--- src/rtl/mem_byte_writer_if.sv ---
// Word stream and byte-memory write bundle for mem_byte_writer.
// slave: writer side (takes words, drives byte writes); master: source/array side.
interface mem_byte_writer_if #(
    parameter int ADDRESS_WIDTH = 16,
    parameter int DATA_WIDTH    = 32
);
    logic                     word_valid;
    logic [DATA_WIDTH-1:0]    word_data;
    logic                     word_last;
    logic                     word_ready;
    logic                     mem_we;
    logic [ADDRESS_WIDTH-1:0] mem_addr;
    logic [7:0]               mem_wdata;

    modport master (
        output word_valid, word_data, word_last,
        input  word_ready, mem_we, mem_addr, mem_wdata
    );

    modport slave (
        input  word_valid, word_data, word_last,
        output word_ready, mem_we, mem_addr, mem_wdata
    );
endinterface

--- src/rtl/mem_byte_writer.sv ---
// Serialises 32-bit words into little-endian byte writes to the memory array.
// Ports: clk, rst (sync, active-high), start/base_addr session control,
//   bus (word stream in, byte writes out), busy, done, word_count, checksum.
// Optional macro MEM_BYTE_WRITER_CHECKSUM_EN enables the running byte sum;
//   without it checksum is tied to zero.
module mem_byte_writer #(
    parameter int ADDRESS_WIDTH = 16,
    parameter int DATA_WIDTH    = 32
) (
    input  logic                     clk,
    input  logic                     rst,
    input  logic                     start,
    input  logic [ADDRESS_WIDTH-1:0] base_addr,
    mem_byte_writer_if.slave         bus,
    output logic                     busy,
    output logic                     done,
    output logic [ADDRESS_WIDTH-1:0] word_count,
    output logic [7:0]               checksum
);

    typedef enum logic [1:0] {IDLE, ACCEPT, WRITE, DONE} state_t;

    state_t                   state, state_n;
    logic [ADDRESS_WIDTH-1:0] ptr, ptr_n;
    logic [ADDRESS_WIDTH-1:0] cnt_n;
    logic [1:0]               idx, idx_n;
    logic [DATA_WIDTH-1:0]    word, word_n;
    logic                     last, last_n;
    logic [7:0]               byte_sel;

    // Byte idx of the latched word, LSB first.
    assign byte_sel = word[{idx, 3'b000} +: 8];

    always_ff @(posedge clk) begin
        if (rst) begin
            state      <= IDLE;
            ptr        <= '0;
            idx        <= '0;
            word       <= '0;
            last       <= 1'b0;
            word_count <= '0;
        end else begin
            state      <= state_n;
            ptr        <= ptr_n;
            idx        <= idx_n;
            word       <= word_n;
            last       <= last_n;
            word_count <= cnt_n;
        end
    end

    always_comb begin
        state_n        = state;
        ptr_n          = ptr;
        idx_n          = idx;
        word_n         = word;
        last_n         = last;
        cnt_n          = word_count;
        bus.word_ready = 1'b0;
        bus.mem_we     = 1'b0;
        bus.mem_addr   = '0;
        bus.mem_wdata  = '0;
        busy           = (state != IDLE);
        done           = 1'b0;
        unique case (state)
            IDLE: begin
                if (start) begin
                    ptr_n   = base_addr;
                    cnt_n   = '0;
                    state_n = ACCEPT;
                end
            end
            ACCEPT: begin
                bus.word_ready = 1'b1;
                if (bus.word_valid) begin
                    word_n  = bus.word_data;
                    last_n  = bus.word_last;
                    idx_n   = 2'd0;
                    state_n = WRITE;
                end
            end
            WRITE: begin
                bus.mem_we    = 1'b1;
                bus.mem_addr  = ptr;
                bus.mem_wdata = byte_sel;
                ptr_n         = ptr + ADDRESS_WIDTH'(1);
                idx_n         = idx + 2'd1;
                if (idx == 2'd3) begin
                    cnt_n   = word_count + ADDRESS_WIDTH'(1);
                    state_n = last ? DONE : ACCEPT;
                end
            end
            DONE: begin
                done    = 1'b1;
                state_n = IDLE;
            end
            default: state_n = IDLE;
        endcase
    end

`ifdef MEM_BYTE_WRITER_CHECKSUM_EN
    logic [7:0] sum_q;

    always_ff @(posedge clk) begin
        if (rst) begin
            sum_q <= '0;
        end else if (state == IDLE && start) begin
            sum_q <= '0;
        end else if (state == WRITE) begin
            sum_q <= sum_q + byte_sel;
        end
    end

    assign checksum = sum_q;
`else
    assign checksum = '0;
`endif

endmodule

--- src/flat_wrapper.sv ---
// flat-port wrapper written by rule: the top's interface ports become plain ports
module mem_byte_writer_flat 
#(
    parameter int ADDRESS_WIDTH = 16,
    parameter int DATA_WIDTH    = 32
)
  (clk, rst, start, base_addr, busy, done, word_count, checksum, bus_word_valid, bus_word_data, bus_word_last, bus_word_ready, bus_mem_we, bus_mem_addr, bus_mem_wdata);
  mem_byte_writer_if #(.ADDRESS_WIDTH(ADDRESS_WIDTH), .DATA_WIDTH(DATA_WIDTH)) bus_i ();
  input  logic clk;
  input  logic rst;
  input  logic start;
  input  logic [ADDRESS_WIDTH-1:0] base_addr;
  output logic busy;
  output logic done;
  output logic [ADDRESS_WIDTH-1:0] word_count;
  output logic [7:0] checksum;
  input wire logic [$bits(bus_i.word_valid)-1:0] bus_word_valid;
  input wire logic [$bits(bus_i.word_data)-1:0] bus_word_data;
  input wire logic [$bits(bus_i.word_last)-1:0] bus_word_last;
  output wire logic [$bits(bus_i.word_ready)-1:0] bus_word_ready;
  output wire logic [$bits(bus_i.mem_we)-1:0] bus_mem_we;
  output wire logic [$bits(bus_i.mem_addr)-1:0] bus_mem_addr;
  output wire logic [$bits(bus_i.mem_wdata)-1:0] bus_mem_wdata;
  assign bus_i.word_valid = bus_word_valid;
  assign bus_i.word_data = bus_word_data;
  assign bus_i.word_last = bus_word_last;
  assign bus_word_ready = bus_i.word_ready;
  assign bus_mem_we = bus_i.mem_we;
  assign bus_mem_addr = bus_i.mem_addr;
  assign bus_mem_wdata = bus_i.mem_wdata;
  mem_byte_writer #(.ADDRESS_WIDTH(ADDRESS_WIDTH), .DATA_WIDTH(DATA_WIDTH)) u_core (.clk(clk), .rst(rst), .start(start), .base_addr(base_addr), .bus(bus_i), .busy(busy), .done(done), .word_count(word_count), .checksum(checksum));
endmodule
--- config.mk ---
export PLATFORM = sky130hd
export DESIGN_NAME = mem_byte_writer_flat
export DESIGN_NICKNAME = d
export VERILOG_FILES = /design/src/rtl/mem_byte_writer_if.sv /design/src/rtl/mem_byte_writer.sv /design/src/flat_wrapper.sv
export SDC_FILE = /design/constraint.sdc
export NUM_CORES = 1
export LEC_CHECK = 0
export CAP_MARGIN = 20
export CORE_UTILIZATION = 48
export DETAILED_ROUTE_END_ITERATION = 16
export GPL_TIMING_DRIVEN = 1
export PLACE_DENSITY = 0.81
export SETUP_SLACK_MARGIN = 0.15
export SLEW_MARGIN = 20
export SYNTH_ARGS = -nofsm -noshare
export SYNTH_HDL_FRONTEND = slang
export SYNTH_SLANG_ARGS = --single-unit
--- constraint.sdc ---
create_clock -name clk -period 2.4 [get_ports clk]
set_clock_uncertainty 0.15 [all_clocks]
set_input_delay 0.48 -clock clk [delete_from_list [all_inputs] [get_ports clk]]
set_output_delay 0.48 -clock clk [all_outputs]
set_load 0.02 [all_outputs]
==> results of run 1 <==
-- report_power, final --
group | leakage (µW) | switching [µW] | internal [µW]
combinational | 0.00116 | 200 | 197
clock | 0.000115 | 492 | 602
sequential | 0.000562 | 52.7 | 1190
-- synthesized netlist by cell type, types with 2 or more instances --
cell / count / area share, %
nor4b_1: 2 / 0.49
o21ai_0: 12 / 1.7
a211oi_1: 2 / 0.42
and3_1: 6 / 1.1
and2_1: 25 / 4.4
nand2_1: 83 / 8.8
a32o_1: 2 / 0.56
nand2b_1: 6 / 1.1
nand4_1: 10 / 1.8
o22ai_1: 3 / 0.53
and4_1: 3 / 0.74
mux2i_1: 6 / 1.7
nor3b_1: 2 / 0.42
buf_4: 8 / 1.7
buf_2: 10 / 1.4
or3_1: 5 / 0.88
clkbuf_1: 19 / 2.0
mux4_2: 8 / 5.1
dfxtp_1: 69 / 39
nor2b_1: 2 / 0.35
nor4_1: 8 / 1.4
nor2_1: 25 / 2.6
xnor2_1: 11 / 2.7
a221oi_1: 2 / 0.49
inv_1: 9 / 0.95
o32ai_1: 3 / 0.74
nor3_1: 8 / 1.1
ha_1: 3 / 1.1
a31oi_1: 3 / 0.53
a21oi_1: 53 / 7.5
o31ai_1: 2 / 0.42
nand3_1: 14 / 2.0
clkinv_1: 2 / 0.21
-- worst min-delay path, cell delays in order, from the launching register on --
cell	delay, ns
dfxtp_1	0.31
nand2_1	0.05
a21oi_1	0.05
-- registers in the layout (all words and copies together) (netlist names) --
register,count
u_core.idx,2
u_core.last,1
u_core.ptr,16
u_core.word,32
u_core.state,2
u_core.word_count,16
-- per-stage QoR --
stage / instances / instance area (µm²) / setup TNS (ns) / utilization (%)
after detailed placement: 624 / 4630 / 0 / 66.3
after floorplan: 449 / 3570 / 0 / -
after global routing: 646 / 4940 / 0 / 70.8
final: 646 / 4940 / 0 / 70.8
after global placement: 624 / 4630 / 0 / 66.3
after CTS: 642 / 4880 / -0.0230 / 69.9
-- routing by layer --
metal	vias up	share of wire, %	GRT usage (%)
met3	31	6.3	3.86
met4	0	2.4	10.9
met5	-	0	0
met2	158	48	43.3
li1	1736	-	-
met1	1686	43	35.4
-- area by class of cell --
cell class | instances | area [µm²]
fill | 550 | 2040
timing repair buffer | 122 | 1180
sequential | 69 | 1390
multi-input combinational | 332 | 1990
inverter | 11 | 41.3
tap | 96 | 120
clock inverter | 7 | 104
clock buffer | 9 | 124
-- what timing repair did --
action | CTS | global route
endpoints found under the hold margin | 0 | 0
setup endpoints to repair | 28 | 23
cloned | 0 | 0
buffers inserted | 2 | 4
resized for setup | 75 | 22
pin swaps | 4 | 4
-- cell families (layout without fill, tap and decap cells) --
logic type	count (synthesis)	count (layout)	share of synthesized area, %
other cells	1	8	0.106
flops	69	69	39.0
simple gates	202	202	28.3
compound gates	93	93	15.5
buf+inv	48	149	6.28
xor+xnor	11	11	2.72
fa+ha+maj	3	3	1.06
mux	15	15	7.09
-- worst paths after layout --
check	start	end
hold / removal	u_core.last	u_core.last
setup reg to reg	u_core.idx[0]	u_core.word_count[11]
setup / recovery	u_core.idx[0]	bus_mem_wdata[5]
hold reg to reg	u_core.last	u_core.last
==> flow_metrics.py, run 1 <==
metrics = {
    "detailed_routing": {
        "wl_um": 9820,
        "dr_total_vias": 3611,
        "dr.pass1.iters": 5,
        "avgViaCountPerCell": 5.59,
        "drtIter0Drc": 317,
        "wl_per_cell_um": 15.2,
        "drc": 0,
        "ant_nets": 0,
    },
    "placement": {
        "dp_slack_ns": 0.0154,
        "io_buffer_count": 96,
        "gp_congestion": 0.889,
        "dpl.hpwl_um": 6830,
    },
    "logic_synthesis": {
        "synthDistinctLibCells": 49,
        "synth_flop_cell": "dfxtp_1",
        "yosysWarnings": 0,
        "synthArstFlopShare_pct": 0,
        "synth-seq-cells": 69,
        "synth.avg_cell_area_um2": 8.02,
        "synthCells": 442,
        "syn_area_mm2": 0.00355,
        "synth-edff-count": 0,
        "ys_seq_area_share_pct": 39.0,
    },
    "setup_path": {
        "path_cells": "buf_12 > buf_8 > mux4_2 > and2_4 > buf_4",
        "required_ns": 1.77,
        "crit_type": "flop to primary output",
        "r2r_cells": 7,
        "r2r_slack_ns": 0.35,
        "worst_ep_arrival_time_ns": 1.71,
        "critPathMaxFanout": 6,
        "cpLargestDelayFamily": "multiplexers",
        "cp-end-kind": "primary output",
        "startpoint_type": "flop",
        "max_stage_delay_ns": 0.48,
        "slowest_stage": "mux4_2",
        "critPathBufInv": 3,
        "cp.depth": 5,
    },
    "run_status": {
        "outcome": "complete, no violations",
    },
    "clock_network": {
        "cts_hold_buf": 0,
        "clk_latency_ns": 0.34,
        "clk_pin_slew_ns": 0.09,
        "cts_tree": "done",
        "cts.sinks": 69,
        "cts_root_buffer": "clkbuf_8",
        "cts-buffers-inserted": 9,
        "cts.path.max_buffers": 2,
        "htree_levels": 3,
    },
    "grt": {
        "grt_pass1_wl_um": 15900,
        "grt_pass1_vias": 3345,
        "globalRouteOverflowTotal": 0,
        "grt_max_degree": 47,
        "grt_use_total_pct": 26.6,
        "antenna_found_initial": 0,
    },
    "finish": {
        "fin_nets": 601,
        "final_common_cell": "nand2_1",
        "syn2layout_area_growth_pct": 39.4,
        "antenna_cells": 0,
        "drive_above_1_share_pct": 13.6,
        "final_cell_mix": "nand2_1 (83), dfxtp_1 (68), clkdlybuf4s50_1 (67)",
    },
    "timing": {
        "finalMaxSlewViolations": 0,
        "hold_viol": 0,
        "setup_ws_ns": 0.0564,
        "whs_ns": 0.309,
        "period_needed_ns": 2.34,
        "finalCritPeriodShare_pct": 97.6,
        "worstMarginPinSlew_ns": 0.528,
        "max_freq_ghz": 0.427,
        "rsz0062_at_grt": "true",
        "max_slew_margin_pct": 64.8,
        "setup_viol": 0,
    },
    "flow_run": {
        "maxCapViolCount": 0,
    },
    "die": {
        "start_util_pct": 50.8,
        "fp.dieW_um": 88.0,
        "core_area_mm2": 0.00698,
        "placementRows": 30,
        "die_height_um": 88.0,
        "die_area_mm2": 0.00774,
        "ioPinCount": 105,
    },
    "hold_path": {
        "hold_depth": 2,
        "min_path_type": "flop to flop",
    },
    "power_and_ir_drop": {
        "power_density_mw_per_mm2": 553,
        "power_uw": 2740,
        "power.leakage_uw": 0.00184,
        "ir_drop_v": 0.000412,
    },
}
Note: power is estimated with default switching activity, not from simulation.
==> inputs of run 2 (changes only) <==
--- a/config.mk
+++ b/config.mk
@@ -10,7 +10,6 @@
 export DETAILED_ROUTE_END_ITERATION = 16
 export GPL_TIMING_DRIVEN = 1
 export PLACE_DENSITY = 0.81
-export SETUP_SLACK_MARGIN = 0.15
 export SLEW_MARGIN = 20
 export SYNTH_ARGS = -nofsm -noshare
 export SYNTH_HDL_FRONTEND = slang
==> flow_metrics.py, run 2 (synthesis gave the netlist of run 1 again) <==
metrics = {
    "die": {
        "ioPinCount": 105,
        "fp.dieW_um": 88.0,
        "start_util_pct": 50.8,
        "die_area_mm2": 0.00774,
        "placementRows": 30,
        "core_area_mm2": 0.00698,
        "die_height_um": 88.0,
    },
    "timing": {
        "setup_ws_ns": -0.00287,
        "finalCritPeriodShare_pct": 100,
        "rsz0062_at_grt": "true",
        "max_slew_margin_pct": 65.7,
        "setup_viol": 1,
        "period_needed_ns": 2.40,
        "finalMaxSlewViolations": 0,
        "max_freq_ghz": 0.416,
        "hold_viol": 0,
        "worstMarginPinSlew_ns": 0.515,
        "whs_ns": 0.307,
    },
    "finish": {
        "fin_cells": 643,
        "syn2layout_area_growth_pct": 36.7,
        "reg_top3": "u_core.word x32, u_core.ptr x16, u_core.word_count x16",
        "fin_nets": 598,
        "top_register": "u_core.word",
        "antenna_cells": 0,
        "final_common_cell": "nand2_1",
        "drive_above_1_share_pct": 11.7,
        "final_cell_mix": "nand2_1 (83), clkdlybuf4s50_1 (69), dfxtp_1 (68)",
        "largest_reg_flops": 32,
    },
    "grt": {
        "grt_use_total_pct": 26.4,
        "grt_max_degree": 47,
        "globalRouteOverflowTotal": 0,
        "grt_pass1_vias": 3364,
        "antenna_found_initial": 0,
        "grt_pass1_wl_um": 15800,
    },
    "setup_path": {
        "worst_ep_arrival_time_ns": 1.77,
        "critPathMaxFanout": 6,
        "crit_type": "flop to primary output",
        "cp-end-kind": "primary output",
        "r2r_slack_ns": 0.33,
        "startpoint_type": "flop",
        "required_ns": 1.77,
    },
    "run_status": {
        "violations": "negative setup slack",
        "outcome": "finished, violations left",
    },
    "detailed_routing": {
        "ant_nets": 0,
        "wl_um": 9760,
        "avgViaCountPerCell": 5.58,
        "dr_total_vias": 3589,
        "drtIter0Drc": 279,
        "drc": 0,
        "dr.pass1.iters": 5,
        "wl_per_cell_um": 15.2,
    },
    "power_and_ir_drop": {
        "power_density_mw_per_mm2": 565,
        "power.leakage_uw": 0.00187,
        "ir_drop_v": 0.000406,
    },
    "clock_network": {
        "cts_hold_buf": 0,
        "clk_latency_ns": 0.34,
        "cts.sinks": 69,
        "clk_pin_slew_ns": 0.09,
        "cts_tree": "done",
        "cts_root_buffer": "clkbuf_8",
        "htree_levels": 3,
        "cts-buffers-inserted": 9,
        "cts.path.max_buffers": 2,
    },
    "placement": {
        "dpl.cell_count": 624,
        "gp_congestion": 0.889,
        "dpl.hpwl_um": 6830,
        "io_buffer_count": 96,
    },
    "hold_path": {
        "min_path_type": "flop to flop",
    },
    "flow_run": {
        "maxCapViolCount": 0,
    },
}
## run 2: power by group
part	internal, µW	total (µW)	switching, µW
Clock	602	1100	499
Sequential	1190	1240	51.9
Combinational	193	390	197
Total	1990	2740	748
## run 2: repair_timing
item                       CTS  global route
gates resized for setup     49            10
pin swaps                    0             2
buffers inserted             1             2
cloned                       0             0
setup endpoints to repair   25             4
## run 2: area by class of cell
class / count / area, µm²
clock buffers: 9 / 124
clock inverters: 7 / 104
fillers: 560 / 2130
inverters: 11 / 41.3
multi-input cells: 332 / 1970
flip-flops and latches: 69 / 1380
well taps: 96 / 120
repair buffers: 119 / 1100
## run 2: critical path: stages (launching register included)
cell     delay, ns
dfxtp_2       0.37
buf_12        0.13
buf_4         0.11
mux4_2        0.48
and2_1        0.17
buf_2         0.15
## run 2: final timing paths
check                startpoint                    end  depth (start not counted)
setup / recovery  u_core.idx[0]       bus_mem_wdata[6]                          5
hold reg to reg     u_core.last            u_core.last                          2
hold / removal      u_core.last            u_core.last                          2
setup reg to reg  u_core.idx[0]  u_core.word_count[11]                          7
## run 2: per-stage QoR
stage,utilization (%),cell area [µm²],worst slack (ns),TNS (ns),power (µW)
global route,69.4,4850,-0.0402,-0.0806,2830
floorplan,-,3570,0.345,0,1480
detailed placement,66.3,4630,0.0154,0,1650
CTS,69.1,4820,-0.0218,-0.0284,2730
finish,69.4,4850,-0.00287,-0.00287,2740
global placement,66.3,4630,0.0786,0,1640
## run 2: per-layer routing
layer,wire length [µm],GRT usage [%]
met1,4180,34.7
met2,4770,43.1
met3,637,4.15
met4,173,11.5
met5,0,0
==> inputs of run 3 (changes only) <==
--- a/config.mk
+++ b/config.mk
@@ -6,10 +6,11 @@
 export NUM_CORES = 1
 export LEC_CHECK = 0
 export CAP_MARGIN = 20
-export CORE_UTILIZATION = 48
+export CORE_UTILIZATION = 63
 export DETAILED_ROUTE_END_ITERATION = 16
+export DONT_BUFFER_PORTS = 1
 export GPL_TIMING_DRIVEN = 1
-export PLACE_DENSITY = 0.81
+export PLACE_DENSITY = 0.79
 export SLEW_MARGIN = 20
 export SYNTH_ARGS = -nofsm -noshare
 export SYNTH_HDL_FRONTEND = slang
==> flow_metrics.py, run 3 (synthesis gave the netlist of run 1 again) <==
metrics = {
    "detailed_routing": {
        "ant_nets": 0,
        "drtIter0Drc": 239,
        "wl_per_cell_um": 16.1,
        "dr.pass1.iters": 4,
        "dr_total_vias": 3121,
        "drc": 0,
        "wl_um": 8280,
        "avgViaCountPerCell": 6.07,
    },
    "timing": {
        "worstMarginPinSlew_ns": 0.529,
        "fin_setup_tns_ns": 0,
        "finalMaxSlewViolations": 0,
        "hold_viol": 0,
        "setup_viol": 0,
        "max_slew_margin_pct": 63.7,
        "max_freq_ghz": 0.442,
        "period_needed_ns": 2.26,
        "rsz0062_at_grt": "false",
        "finalCritPeriodShare_pct": 94.2,
    },
    "run_status": {
        "outcome": "complete, no violations",
    },
    "clock_network": {
        "cts_setup_buffers": 0,
        "clk_latency_ns": 0.33,
        "cts.path.max_buffers": 2,
        "cts.sinks": 69,
        "cts_hold_buf": 0,
        "cts-buffers-inserted": 9,
        "clk_pin_slew_ns": 0.07,
        "cts_resized": 0,
        "cts_tree": "done",
        "htree_levels": 3,
        "cts_root_buffer": "clkbuf_8",
    },
    "power_and_ir_drop": {
        "power_uw": 2400,
        "power_density_mw_per_mm2": 634,
        "power.leakage_uw": 0.00134,
        "ir_drop_v": 0.000502,
    },
    "setup_path": {
        "r2r_slack_ns": 0.47,
        "cp-end-kind": "primary output",
        "startpoint_type": "flop",
        "max_stage_delay_ns": 0.51,
        "critPathBufInv": 1,
        "r2r_cells": 5,
        "critPathMaxFanout": 6,
        "slowest_stage": "mux4_2",
        "path_cells": "buf_4 > mux4_2 > and2_1",
        "required_ns": 1.77,
        "reg2reg_to": "u_core.ptr[14]",
        "rr_startpoint": "u_core.ptr[0]",
        "crit_type": "flop to primary output",
        "worst_ep_arrival_time_ns": 1.63,
        "cpLargestDelayFamily": "multiplexers",
    },
    "flow_run": {
        "maxCapViolCount": 0,
    },
    "die": {
        "core_area_mm2": 0.00527,
        "die_height_um": 77.0,
        "placementRows": 26,
        "ioPinCount": 105,
        "start_util_pct": 67.3,
        "fp.dieW_um": 77.0,
        "die_area_mm2": 0.00593,
    },
    "finish": {
        "largest_reg_flops": 32,
        "syn2layout_area_growth_pct": 6.77,
        "final_common_cell": "nand2_1",
        "antenna_cells": 0,
        "num-fill-cells": 437,
        "reg_top3": "u_core.word x32, u_core.ptr x16, u_core.word_count x16",
        "fin_area_mm2": 0.00379,
        "top_register": "u_core.word",
        "final_cell_mix": "nand2_1 (83), dfxtp_1 (69), a21oi_1 (53)",
        "regArea_mm2": 0.00138,
        "drive_above_1_share_pct": 9.91,
        "multiInputGateArea_mm2": 0.00197,
        "fin_cells": 514,
        "fin_nets": 496,
    },
    "hold_path": {
        "hold_start": "rst",
        "min_path_type": "primary input to flop",
        "hold_path_end": "u_core.ptr[6]",
        "hold_depth": 1,
    },
    "grt": {
        "globalRouteOverflowTotal": 0,
        "grt_pass1_wl_um": 13600,
        "antenna_found_initial": 0,
        "grt_use_total_pct": 28.7,
        "grt_pass1_vias": 2812,
        "grt_max_degree": 60,
    },
    "placement": {
        "gp_congestion": 0.860,
        "dpl.cell_count": 499,
        "dpl_cell_area_mm2": 0.00361,
        "dpl.hpwl_um": 5720,
        "io_buffer_count": 0,
    },
}
[run 3: layout make-up]
cell class                      instances  share of cell area, %
Tap cell                               70                   2.31
Clock inverter                          5                   1.39
Timing Repair Buffer                   17                   3.37
Multi-Input combinational cell        332                   52.0
Inverter                               11                   1.09
Clock buffer                           10                   3.37
Sequential cell                        69                   36.5
[run 3: worst max-delay path by stage]
| stage | start | endpoint | slack, ns | depth (start not counted) |
|---|---|---|---|---|
| 2_1_floorplan | u_core.state[0] | bus_mem_addr[11] | 0.34 | 6 |
| 3_3_place_gp | u_core.idx[0] | u_core.word_count[15] | 0.53 | 6 |
| 3_5_place_dp | u_core.word_count[0] | u_core.word_count[12] | 0.48 | 5 |
| 4_1_cts | u_core.idx[0] | bus_mem_wdata[2] | 0.13 | 3 |
| 5_1_grt | u_core.idx[0] | bus_mem_wdata[2] | 0.08 | 3 |
| 6_report | u_core.idx[0] | bus_mem_wdata[2] | 0.14 | 3 |
[run 3: layer usage]
metal | wire, µm | track usage [%] | part of all wire [%]
met5 | 0 | 0 | 0
met4 | 119 | 10.8 | 1.4
met3 | 647 | 6.67 | 7.8
met2 | 3790 | 46.5 | 46
met1 | 3720 | 37.2 | 45
[run 3: where the power goes]
| group | internal [µW] | switching [µW] | total [µW] |
|---|---|---|---|
| combinational | 100 | 152 | 252 |
| sequential | 1190 | 55.0 | 1250 |
| clock | 469 | 430 | 899 |
| total | 1760 | 637 | 2400 |
[run 3: worst reg2reg max path: cells and delay by family (launching register included)]
family | cells | cell delay, ns
and+or+nand+nor | 2 | 0.59
DFF | 1 | 0.48
adders and majority gates | 1 | 0.29
muxes | 1 | 0.22
AOI/OAI and AO/OA | 1 | 0.08
[run 3: through the flow]
step / utilization, % / setup WS (ns) / hold WS [ns]
finish: 71.8 / 0.140 / 0.0664
global route: 71.8 / 0.0794 / 0.0415
CTS: 71.8 / 0.133 / 0.0476
detailed placement: 68.4 / 0.481 / 0.291
global placement: 68.4 / 0.527 / 0.284
floorplan: - / 0.345 / 0.283
